File: src/rtl/seg_pkg.sv
// seg_pkg: shared 7-segment definitions for the display blocks.
// Segment bit order (active-high): [7]=a [6]=b [5]=c [4]=d [3]=e [2]=f [1]=g [0]=dp
package seg_pkg;

  // One packed-BCD digit.
  typedef logic [3:0] digit_t;

  // Bit positions within an 8-bit segment word.
  localparam int SEG_BIT_A  = 7;
  localparam int SEG_BIT_B  = 6;
  localparam int SEG_BIT_C  = 5;
  localparam int SEG_BIT_D  = 4;
  localparam int SEG_BIT_E  = 3;
  localparam int SEG_BIT_F  = 2;
  localparam int SEG_BIT_G  = 1;
  localparam int SEG_BIT_DP = 0;

  // Glyphs for the decimal digits, a dash for non-BCD input, and all-off.
  localparam logic [7:0] SEG_0    = 8'hFC;
  localparam logic [7:0] SEG_1    = 8'h60;
  localparam logic [7:0] SEG_2    = 8'hDA;
  localparam logic [7:0] SEG_3    = 8'hF2;
  localparam logic [7:0] SEG_4    = 8'h66;
  localparam logic [7:0] SEG_5    = 8'hB6;
  localparam logic [7:0] SEG_6    = 8'hBE;
  localparam logic [7:0] SEG_7    = 8'hE0;
  localparam logic [7:0] SEG_8    = 8'hFE;
  localparam logic [7:0] SEG_9    = 8'hF6;
  localparam logic [7:0] SEG_DASH = 8'h02;
  localparam logic [7:0] SEG_OFF  = 8'h00;

endpackage

File: src/rtl/seg_bcd_decode.sv
// seg_bcd_decode: combinational BCD nibble to 7-segment glyph.
// Non-BCD codes (A-F) show a dash; the decimal point is never lit here.
module seg_bcd_decode
  import seg_pkg::*;
(
  input  digit_t     digit,
  output logic [7:0] seg
);

  // Lookup of the glyph for one nibble.
  always_comb begin
    seg = SEG_DASH;
    case (digit)
      4'd0:    seg = SEG_0;
      4'd1:    seg = SEG_1;
      4'd2:    seg = SEG_2;
      4'd3:    seg = SEG_3;
      4'd4:    seg = SEG_4;
      4'd5:    seg = SEG_5;
      4'd6:    seg = SEG_6;
      4'd7:    seg = SEG_7;
      4'd8:    seg = SEG_8;
      4'd9:    seg = SEG_9;
      default: seg = SEG_DASH;
    endcase
  end

endmodule

File: src/rtl/seg_scan_driver.sv
// seg_scan_driver: multiplexes DIGITS packed-BCD digits onto one segment bus.
// A prescaler produces one tick per digit slot; the BCD word is captured into a
// shadow register only at frame boundaries (or on enable) so a frame is coherent.
// Optional: define SEG_LZ_BLANK_EN to blank leading-zero digits (ones digit always shown).
module seg_scan_driver
  import seg_pkg::*;
#(
  parameter int DIGITS   = 3,
  parameter int SCAN_DIV = 200000
) (
  input  logic                  clk,
  input  logic                  rst,
  input  logic                  en,
  input  logic [4*DIGITS-1:0]   bcd,
  output logic [7:0]            seg,
  output logic [DIGITS-1:0]     an,
  output logic                  frame_done
);

  localparam int CW = (SCAN_DIV > 2) ? $clog2(SCAN_DIV) : 1;
  localparam int IW = (DIGITS > 1) ? $clog2(DIGITS) : 1;

  logic [CW-1:0]        cnt;
  logic [IW-1:0]        idx;
  logic [4*DIGITS-1:0]  shadow;
  logic                 armed;     // high once the first enabled cycle has loaded the shadow
  logic                 tick;
  logic                 wrap;
  digit_t               cur_digit;
  logic [7:0]           dec_seg;
  logic [7:0]           disp_seg;

  // Slot end and frame end; en gates both so a falling en suppresses the pulse.
  assign tick = en && (cnt == CW'(SCAN_DIV - 1));
  assign wrap = tick && (idx == IW'(DIGITS - 1));

  // Prescaler, digit index and shadow capture; en low clears the scan but keeps the shadow.
  always_ff @(posedge clk or posedge rst) begin
    if (rst) begin
      cnt    <= '0;
      idx    <= '0;
      shadow <= '0;
      armed  <= 1'b0;
    end else if (!en) begin
      cnt   <= '0;
      idx   <= '0;
      armed <= 1'b0;
    end else begin
      armed <= 1'b1;
      cnt   <= tick ? '0 : cnt + 1'b1;
      if (tick) idx <= wrap ? '0 : idx + 1'b1;
      if (!armed || wrap) shadow <= bcd;
    end
  end

  // Pick the nibble for the current index out of the shadow word.
  always_comb begin
    cur_digit = '0;
    for (int i = 0; i < DIGITS; i++) begin
      if (IW'(i) == idx) cur_digit = shadow[4*i +: 4];
    end
  end

  seg_bcd_decode u_decode (
    .digit (cur_digit),
    .seg   (dec_seg)
  );

`ifdef SEG_LZ_BLANK_EN
  logic blank;

  // Blank digit i>0 when it and every higher nibble are zero.
  always_comb begin
    blank = 1'b0;
    for (int i = DIGITS - 1; i > 0; i--) begin
      if (IW'(i) == idx) begin
        blank = 1'b1;
        for (int j = i; j < DIGITS; j++) begin
          if (shadow[4*j +: 4] != 4'd0) blank = 1'b0;
        end
      end
    end
    disp_seg = blank ? SEG_OFF : dec_seg;
  end
`else
  // Every digit is decoded, including leading zeros.
  always_comb begin
    disp_seg = dec_seg;
  end
`endif

  // Registered drive; outputs stay dark until the cycle after the shadow is first loaded.
  always_ff @(posedge clk or posedge rst) begin
    if (rst) begin
      seg        <= SEG_OFF;
      an         <= '0;
      frame_done <= 1'b0;
    end else begin
      frame_done <= wrap;
      if (en && armed) begin
        seg <= disp_seg;
        an  <= DIGITS'(1) << idx;
      end else begin
        seg <= SEG_OFF;
        an  <= '0;
      end
    end
  end

endmodule

File: config.mk
export PLATFORM = sky130hd
export DESIGN_NAME = seg_scan_driver
export DESIGN_NICKNAME = d
export VERILOG_FILES = /design/src/rtl/seg_pkg.sv /design/src/rtl/seg_bcd_decode.sv /design/src/rtl/seg_scan_driver.sv
export SDC_FILE = /design/constraint.sdc
export NUM_CORES = 1
export LEC_CHECK = 0
export ABC_AREA = 1
export BUFFER_PORTS_ARGS = -buffer_cell sky130_fd_sc_hd__buf_2
export CORE_MARGIN = 1.5
export CORE_UTILIZATION = 62
export DETAILED_ROUTE_END_ITERATION = 12
export PLACE_DENSITY = 0.93
export REMOVE_ABC_BUFFERS = 1
export SLEW_MARGIN = 20
export SYNTH_ARGS = -nofsm -noshare
export SYNTH_HDL_FRONTEND = slang
export SYNTH_SLANG_ARGS = --single-unit
File: constraint.sdc
create_clock -name clk -period 5 [get_ports clk]
set_clock_uncertainty 0.15 [all_clocks]
set_input_delay 1.5 -clock clk [delete_from_list [all_inputs] [get_ports clk]]
set_output_delay 1.5 -clock clk [all_outputs]
set_load 0.005 [all_outputs]
==> results of run 1 <==
## registers in the layout, indices dropped and copies added (netlist names)
| name | cells |
|---|---|
| an | 3 |
| shadow | 12 |
| seg | 7 |
| cnt | 18 |
| frame_done | 1 |
| idx | 2 |
| armed | 1 |
## final cells by class
type,count,area (um^2)
flip-flops and latches,44,1100
multi-input cells,211,1050
fillers,247,897
repair buffers,26,133
inverters,26,97.6
clock buffers,6,72.6
well taps,46,57.6
clock inverters,2,35.0
## where the power goes
part | switching [uW] | internal [uW] | leakage, uW
registers | 9.74 | 375 | 0.000585
clock network | 118 | 148 | 0.0000552
logic | 54.5 | 30.7 | 0.000695
## logic make-up after synthesis
kind of cell / synth area share [%]
AND/OR/NAND/NOR: 35.8
flip-flops: 48.1
other: 0.164
adder cells (fa/ha/maj): 3.28
XOR/XNOR: 3.44
AO/OA/AOI/OAI: 3.11
buffers and inverters: 6.17
## final timing paths
path / startpoint / endpoint / slack [ns] / cells past startpoint
max in group asynchronous: rst / cnt[10] / 2.73 / 3
hold reg to reg: cnt[0] / cnt[0] / 0.31 / 1
hold / removal: cnt[0] / cnt[0] / 0.31 / 1
setup reg to reg: idx[0] / seg[4] / 2.94 / 9
setup / recovery: seg[2] / seg[2] / 2.57 / 1
min in group asynchronous: rst / cnt[13] / 1.19 / 2
## stage by stage
step / util (%) / hold WS (ns) / total power [uW]
floorplan: - / 0.282 / 446
global placement: 70.8 / 0.299 / 468
detailed placement: 70.8 / 0.306 / 476
CTS: 73.9 / 0.317 / 739
global route: 73.9 / 0.335 / 773
finish: 73.9 / 0.311 / 736
## per-layer routing
layer	vias up	global-route usage [%]	routed length, um
li1	949	-	-
met1	820	33.7	1990
met2	106	40.8	2130
met3	28	4.23	290
met4	0	15.2	224
met5	-	0	0
## placed cells by master, fill, tap and decap left out, drive strengths merged
cell type / n
nand2: 88
nor2: 57
dfrtp: 44
inv: 26
buf: 26
nand3: 24
o21ai: 7
xor2: 7
a21oi: 6
ha: 6
clkbuf: 6
nor3: 5
nand4: 3
and2: 2
xnor2: 2
or2: 1
a31oi: 1
nor3b: 1
conb: 1
clkinv: 1
bufinv: 1
==> reports/qor_table.md, run 1 <==
| Parameter | This run |
|---|---|
| Result of the run | complete, no violations |
| Routed vias | 1903 |
| Cell with the most instances after synthesis | sky130_fd_sc_hd__nand2_1 |
| Number of hold-repair buffers added at the cts stage | 0 |
| Drt first-iter violations | 223 |
| Post-route setup TNS | 0 ns |
| DIE AREA | 0.00407 mm^2 |
| Static leakage | 0.00134 uW |
| Largest area contributor in the synthesized netlist | sky130_fd_sc_hd__dfrtp_1 |
| Count of antenna diodes in the layout | 0 |
| Proportion of synthesized chip area in sequential cells | 48.1% |
| Data arrival at the endpoint of the critical path | 0.78 ns |
| Count of distinct cell types in the synthesized netlist | 28 |
| Classification of the worst-slack hold path | reg2reg |
| Via count of the first global-routing pass | 1848 |
| Drt first pass iters | 4 |
| Antenna Nets Post-Route | 0 |
| Smallest setup slack after layout | 2.57 ns |
| Fraction of layout cells with a size suffix above 1 | 16.5% |
| Synth async-reset ratio | 100% |
| Routed wire length | 4640 um |
| Number of nets in the finished design | 335 |
| Critical path class | reg2out |
| Delay of the slowest cell on the worst path | 0.36 ns |
| Final critical-path share of the clock period | 48.5% |
| Most used DFF post-synth | sky130_fd_sc_hd__dfrtp_1 |
| Vias per std cell | 5.27 |
| Clock tree from TritonCTS | yes |
| Number of flops mapped to enable cells by yosys | 0 |
| Design area | 0.00254 mm^2 |
| Core Box Area | 0.00344 mm^2 |
| Number of cells upsized or downsized after cts | 0 |
| Boundary pin count | 27 |
| Setup Slack @ Placement | 2.34 ns |
| WP data required | 3.35 ns |
| Critical path launch point type | flip-flop |
| Critical path capture point type | output pin |
| Maximum level of the CTS H-tree | 2 |
| Max_cap viols | 0 |
| Buffers and inverters on the worst path | 1 |
| DRC viols | 0 |
| VDD IR max | 0.195 mV |
| Worst-margin pin slew | 0.785 ns |
| Number of synthesized register bits | 44 |
| Num rows | 21 |
| IO buf count | 25 |
| CP Cell Sequence | buf_2 |
| Later-pin clock latency in the skew report | 0.30 ns |
| Cells after synthesis | 285 |
| Clock transition at the registers of the reported paths | 0.08 ns |
| Relative slew slack | 47.6% |
| Cell area after technology mapping | 0.00229 mm^2 |
| Power density over cell area | 289 mW/mm^2 |
| Critical-path maximum fanout | 1 |
| Final Instance Count excl. Fillers | 361 |
| Area growth syn-to-layout | 11.1% |
| Portion of synthesized cell area occupied by the leading cell type | 48.1% |
| Initial antenna violation count | 0 |
| Warnings from Yosys | 0 |
| Maximum clock frequency | 412 MHz |
| Maximum number of pins on one net before global-route repair | 24 |
| Number of placed cells counting well taps | 353 |
| Cell class contributing the biggest share of worst-path delay | flip-flops |
| Setup repair after global routing missed its margin | false |
| Setup fix buffers added after clock tree synthesis | 0 |
| Final setup violation count | 0 |
| Final hold violation count | 0 |
| Total track usage | 25.9% |
| Wirelength per Cell | 12.9 um |
| Sink Count | 44 |
| Overflow left after global routing | 0 |
| Dominant cells by area after synthesis | sky130_fd_sc_hd__dfrtp_1 48%, sky130_fd_sc_hd__nand2_1 13%, sky130_fd_sc_hd__nor2_1 8.2%, sky130_fd_sc_hd__nand3_1 4.6%, sky130_fd_sc_hd__inv_1 4.1% |
| Master cell of the clock root buffer | sky130_fd_sc_hd__clkbuf_8 |
| Buffer levels on the longest clock path | 2 |
| Placer's final routability congestion estimate | 0.916 |
| Estimated wirelength of the detail-placed design | 3250 um |
| Slowest stage cell on the critical path | sky130_fd_sc_hd__dfrtp_1 |
| Pins Over Slew Limit | 0 |
| Starting density of the core | 66.6% |
| Post-synthesis average cell area | 8.04 um^2 |
| First-pass GRT wire length | 8180 um |
| Total clock buffers created by CTS | 5 |
| Height of the chip | 63.8 um |
| Top cells by instance count after synthesis | 82 x sky130_fd_sc_hd__nand2_1, 50 x sky130_fd_sc_hd__nor2_1, 44 x sky130_fd_sc_hd__dfrtp_1 |
| Post-route minimum period | 2.43 ns |
| Area of placed instances | 0.00244 mm^2 |
| Die span in x | 63.8 um |
Note: power is estimated with default switching activity, not from simulation.
==> run 2: changes to the inputs <==
--- a/config.mk
+++ b/config.mk
@@ -5,12 +5,12 @@
 export SDC_FILE = /design/constraint.sdc
 export NUM_CORES = 1
 export LEC_CHECK = 0
-export ABC_AREA = 1
+export ABC_AREA = 0
 export BUFFER_PORTS_ARGS = -buffer_cell sky130_fd_sc_hd__buf_2
 export CORE_MARGIN = 1.5
-export CORE_UTILIZATION = 62
+export CORE_UTILIZATION = 52
 export DETAILED_ROUTE_END_ITERATION = 12
-export PLACE_DENSITY = 0.93
+export PLACE_DENSITY = 0.84
 export REMOVE_ABC_BUFFERS = 1
 export SLEW_MARGIN = 20
 export SYNTH_ARGS = -nofsm -noshare
==> constraint.sdc (replaced) <==
create_clock -name clk -period 2.05 [get_ports clk]
set_clock_uncertainty 0.15 [all_clocks]
set_input_delay 0.615 -clock clk [delete_from_list [all_inputs] [get_ports clk]]
set_output_delay 0.615 -clock clk [all_outputs]
set_load 0.005 [all_outputs]
==> reports/qor_table.md, run 2 <==
| Parameter | This run | Delta |
|---|---|---|
| Result of the run | complete, no violations | unchanged |
| Static leakage | 0.00117 uW | was 0.00134 uW |
| Number of nets in the finished design | 255 | was 335 |
| Most used DFF post-synth | sky130_fd_sc_hd__dfrtp_1 | unchanged |
| Top cells by instance count after synthesis | 44 x sky130_fd_sc_hd__dfrtp_1, 22 x sky130_fd_sc_hd__nor2_1, 11 x sky130_fd_sc_hd__inv_1 | was 82 x sky130_fd_sc_hd__nand2_1, 50 x sky130_fd_sc_hd__nor2_1, 44 x sky130_fd_sc_hd__dfrtp_1 |
| Height of the chip | 67.9 um | was 63.8 um |
| Routed vias | 1602 | was 1903 |
| Count of antenna diodes in the layout | 0 | unchanged |
| Cells after synthesis | 196 | was 285 |
| Wirelength per Cell | 15.3 um | was 12.9 um |
| First-pass GRT wire length | 6840 um | was 8180 um |
| Classification of the worst-slack hold path | in2async | was reg2reg |
| Core Box Area | 0.00403 mm^2 | was 0.00344 mm^2 |
| Drt first pass iters | 4 | unchanged |
| DRC viols | 0 | unchanged |
| Final hold violation count | 0 | unchanged |
| Final setup violation count | 0 | unchanged |
| Critical path launch point type | flip-flop | unchanged |
| Cell with the most instances after synthesis | sky130_fd_sc_hd__dfrtp_1 | was sky130_fd_sc_hd__nand2_1 |
| Power density over cell area | 691 mW/mm^2 | was 289 mW/mm^2 |
| Cell area after technology mapping | 0.00219 mm^2 | was 0.00229 mm^2 |
| Fill count | 309 | was 247 |
| Clock tree from TritonCTS | yes | unchanged |
| Critical-path maximum fanout | 6 | was 1 |
| Final critical-path share of the clock period | 97.1% |  |
| Via count of the first global-routing pass | 1471 | was 1848 |
| Number of flops mapped to enable cells by yosys | 0 | unchanged |
| Estimated wirelength of the detail-placed design | 3020 um | was 3250 um |
| Largest area contributor in the synthesized netlist | sky130_fd_sc_hd__dfrtp_1 | unchanged |
| Maximum level of the CTS H-tree | 2 | unchanged |
| Delay of the slowest cell on the worst path | 0.46 ns | was 0.36 ns |
| Proportion of synthesized chip area in sequential cells | 50.3% | was 48.1% |
| Critical path class | reg2reg | was reg2out |
| WP data required | 2.08 ns | was 3.35 ns |
| Register name with the most flops | cnt | unchanged |
| Count of distinct cell types in the synthesized netlist | 42 | was 28 |
| Worst hold slack across all endpoints | 0.279 ns | was 0.311 ns |
| Relative slew slack | 64.4% | was 47.6% |
| Maximum clock frequency | 502 MHz |  |
| Total track usage | 20.4% | was 25.9% |
| Overflow left after global routing | 0 | unchanged |
| Master cell of the clock root buffer | sky130_fd_sc_hd__clkbuf_8 | unchanged |
| Worst-margin pin slew | 0.534 ns | was 0.785 ns |
| Data arrival at the endpoint of the critical path | 2.03 ns | was 0.78 ns |
| Critical path capture point type | flip-flop | was output pin |
| Final Instance Count excl. Fillers | 285 | was 361 |
| Later-pin clock latency in the skew report | 0.30 ns | about the same |
| Number of synthesized register bits | 44 | unchanged |
| Vias per std cell | 5.62 | was 5.27 |
| Routed wire length | 4370 um | was 4640 um |
| Maximum number of pins on one net before global-route repair | 45 | was 24 |
| Starting density of the core | 54.3% | was 66.6% |
| Dominant cells by area after synthesis | sky130_fd_sc_hd__dfrtp_1 50%, sky130_fd_sc_hd__mux2_4 6.9%, sky130_fd_sc_hd__xnor2_1 4.0%, sky130_fd_sc_hd__nor2_1 3.8%, sky130_fd_sc_hd__ha_1 3.4% | was sky130_fd_sc_hd__dfrtp_1 48%, sky130_fd_sc_hd__nand2_1 13%, sky130_fd_sc_hd__nor2_1 8.2%, sky130_fd_sc_hd__nand3_1 4.6%, sky130_fd_sc_hd__inv_1 4.1% |
| Boundary pin count | 27 | unchanged |
| Antenna Nets Post-Route | 0 | unchanged |
| Total clock buffers created by CTS | 5 | unchanged |
| Placer's final routability congestion estimate | 0.888 | was 0.916 |
| Pins Over Slew Limit | 0 | unchanged |
| Fraction of layout cells with a size suffix above 1 | 30.6% | was 16.5% |
| Synth async-reset ratio | 100% | unchanged |
| Die span in x | 67.9 um | was 63.8 um |
| Area growth syn-to-layout | 16.6% | was 11.1% |
| Warnings from Yosys | 0 | unchanged |
| Drt first-iter violations | 57 | was 223 |
| Slowest stage cell on the critical path | sky130_fd_sc_hd__o32a_4 | was sky130_fd_sc_hd__dfrtp_1 |
| Post-synthesis average cell area | 11.2 um^2 | was 8.04 um^2 |
| Commonest cells after routing, fill and taps aside | 41 x sky130_fd_sc_hd__dfrtp_1, 25 x sky130_fd_sc_hd__buf_2, 22 x sky130_fd_sc_hd__nor2_1, 14 x sky130_fd_sc_hd__buf_4, 11 x sky130_fd_sc_hd__inv_1 | was 82 x sky130_fd_sc_hd__nand2_1, 50 x sky130_fd_sc_hd__nor2_1, 44 x sky130_fd_sc_hd__dfrtp_1, 25 x sky130_fd_sc_hd__inv_1, 25 x sky130_fd_sc_hd__buf_2 |
| Setup slack of the most critical reg-to-reg path | 0.06 ns | was 2.94 ns |
| Initial antenna violation count | 0 | unchanged |
| Number of placed cells counting well taps | 276 | was 353 |
| Portion of synthesized cell area occupied by the leading cell type | 50.3% | was 48.1% |
| Most common cell after layout, fill and taps aside | sky130_fd_sc_hd__dfrtp_1 | was sky130_fd_sc_hd__nand2_1 |
| Registers with the most flip-flops | cnt (18), shadow (12), seg (7) | unchanged |
| VDD IR max | 0.665 mV | was 0.195 mV |
| IO buf count | 25 | unchanged |
| Clock transition at the registers of the reported paths | 0.08 ns | about the same |
| Post-route minimum period | 1.99 ns |  |
| DIE AREA | 0.00461 mm^2 | was 0.00407 mm^2 |
| CP Cell Sequence | ha_1 > and4_4 > nand3_2 > o32a_4 > mux2_4 | was buf_2 |
| Largest register FFs | 18 | unchanged |
| Num rows | 23 | was 21 |
| Max_cap viols | 0 | unchanged |
| Sink Count | 44 | unchanged |
| Buffer levels on the longest clock path | 2 | unchanged |
run 2: routing by layer:
layer	GRT usage, %	vias up	share of wire [%]
met5	0	-	0
met4	9.00	0	2.6
met3	4.61	12	4.7
met2	31.6	45	51
met1	27.4	783	42
li1	-	762	-
run 2: final cells by class:
type	count	area (um^2)	area share [%]
sequential	44	1100	43.3
multi-input combinational	133	1020	40.0
timing repair buffer	39	230	9.02
clock buffer	6	82.6	3.24
tap	50	62.6	2.45
inverter	11	41.3	1.62
clock inverter	2	10.0	0.392
run 2: worst max-delay path: cells and delay by family (launching register included):
kind / cells / cell delay [ns]
simple gates: 2 / 0.37
flops: 1 / 0.40
mux: 1 / 0.32
fa+ha+maj: 1 / 0.19
compound gates: 1 / 0.46
run 2: repair_timing:
item / CTS / global route
gates resized for setup: 0 / 6
hold buffers: 0 / 0
setup endpoints to repair: 0 / 15
setup buffers: 0 / 0
run 2: logic make-up (layout without fill, tap and decap cells):
group | after synthesis | in the layout | share of synthesized area, %
XOR/XNOR | 15 | 15 | 6.00
flip-flops | 44 | 44 | 50.3
buffers and inverters | 20 | 58 | 4.40
adder cells (fa/ha/maj) | 6 | 6 | 3.43
other | 1 | 1 | 0.171
multiplexers | 20 | 20 | 11.6
AND/OR/NAND/NOR | 68 | 68 | 16.9
AO/OA/AOI/OAI | 22 | 23 | 7.20
run 2: per-stage QoR:
| step | util [%] | instance area [um^2] | setup WS, ns | total power, uW | TNS (ns) |
|---|---|---|---|---|---|
| finish | 63.3 | 2550 | 0.0586 | 1760 | 0 |
| global route | 63.3 | 2550 | -0.00815 | 1870 | -0.0277 |
| CTS | 62.5 | 2520 | 0.0244 | 1780 | 0 |
| detailed placement | 60.2 | 2430 | 0.0450 | 1230 | 0 |
| global placement | 60.2 | 2430 | 0.0915 | 1210 | 0 |
| floorplan | - | 2130 | 0.00249 | 1130 | 0 |
run 2: final timing paths:
path,start,to,cells past startpoint
min,rst,seg[5],3
min in group clk,en,armed,1
max in group asynchronous,rst,idx[1],3
max reg2reg,cnt[1],shadow[3],5
min reg2reg,shadow[4],shadow[4],1
max,cnt[1],shadow[3],5
run 2: where the power goes:
part / internal [uW] / switching, uW / total, uW
clock network: 269 / 280 / 549
registers: 923 / 35.6 / 959
logic: 132 / 123 / 256
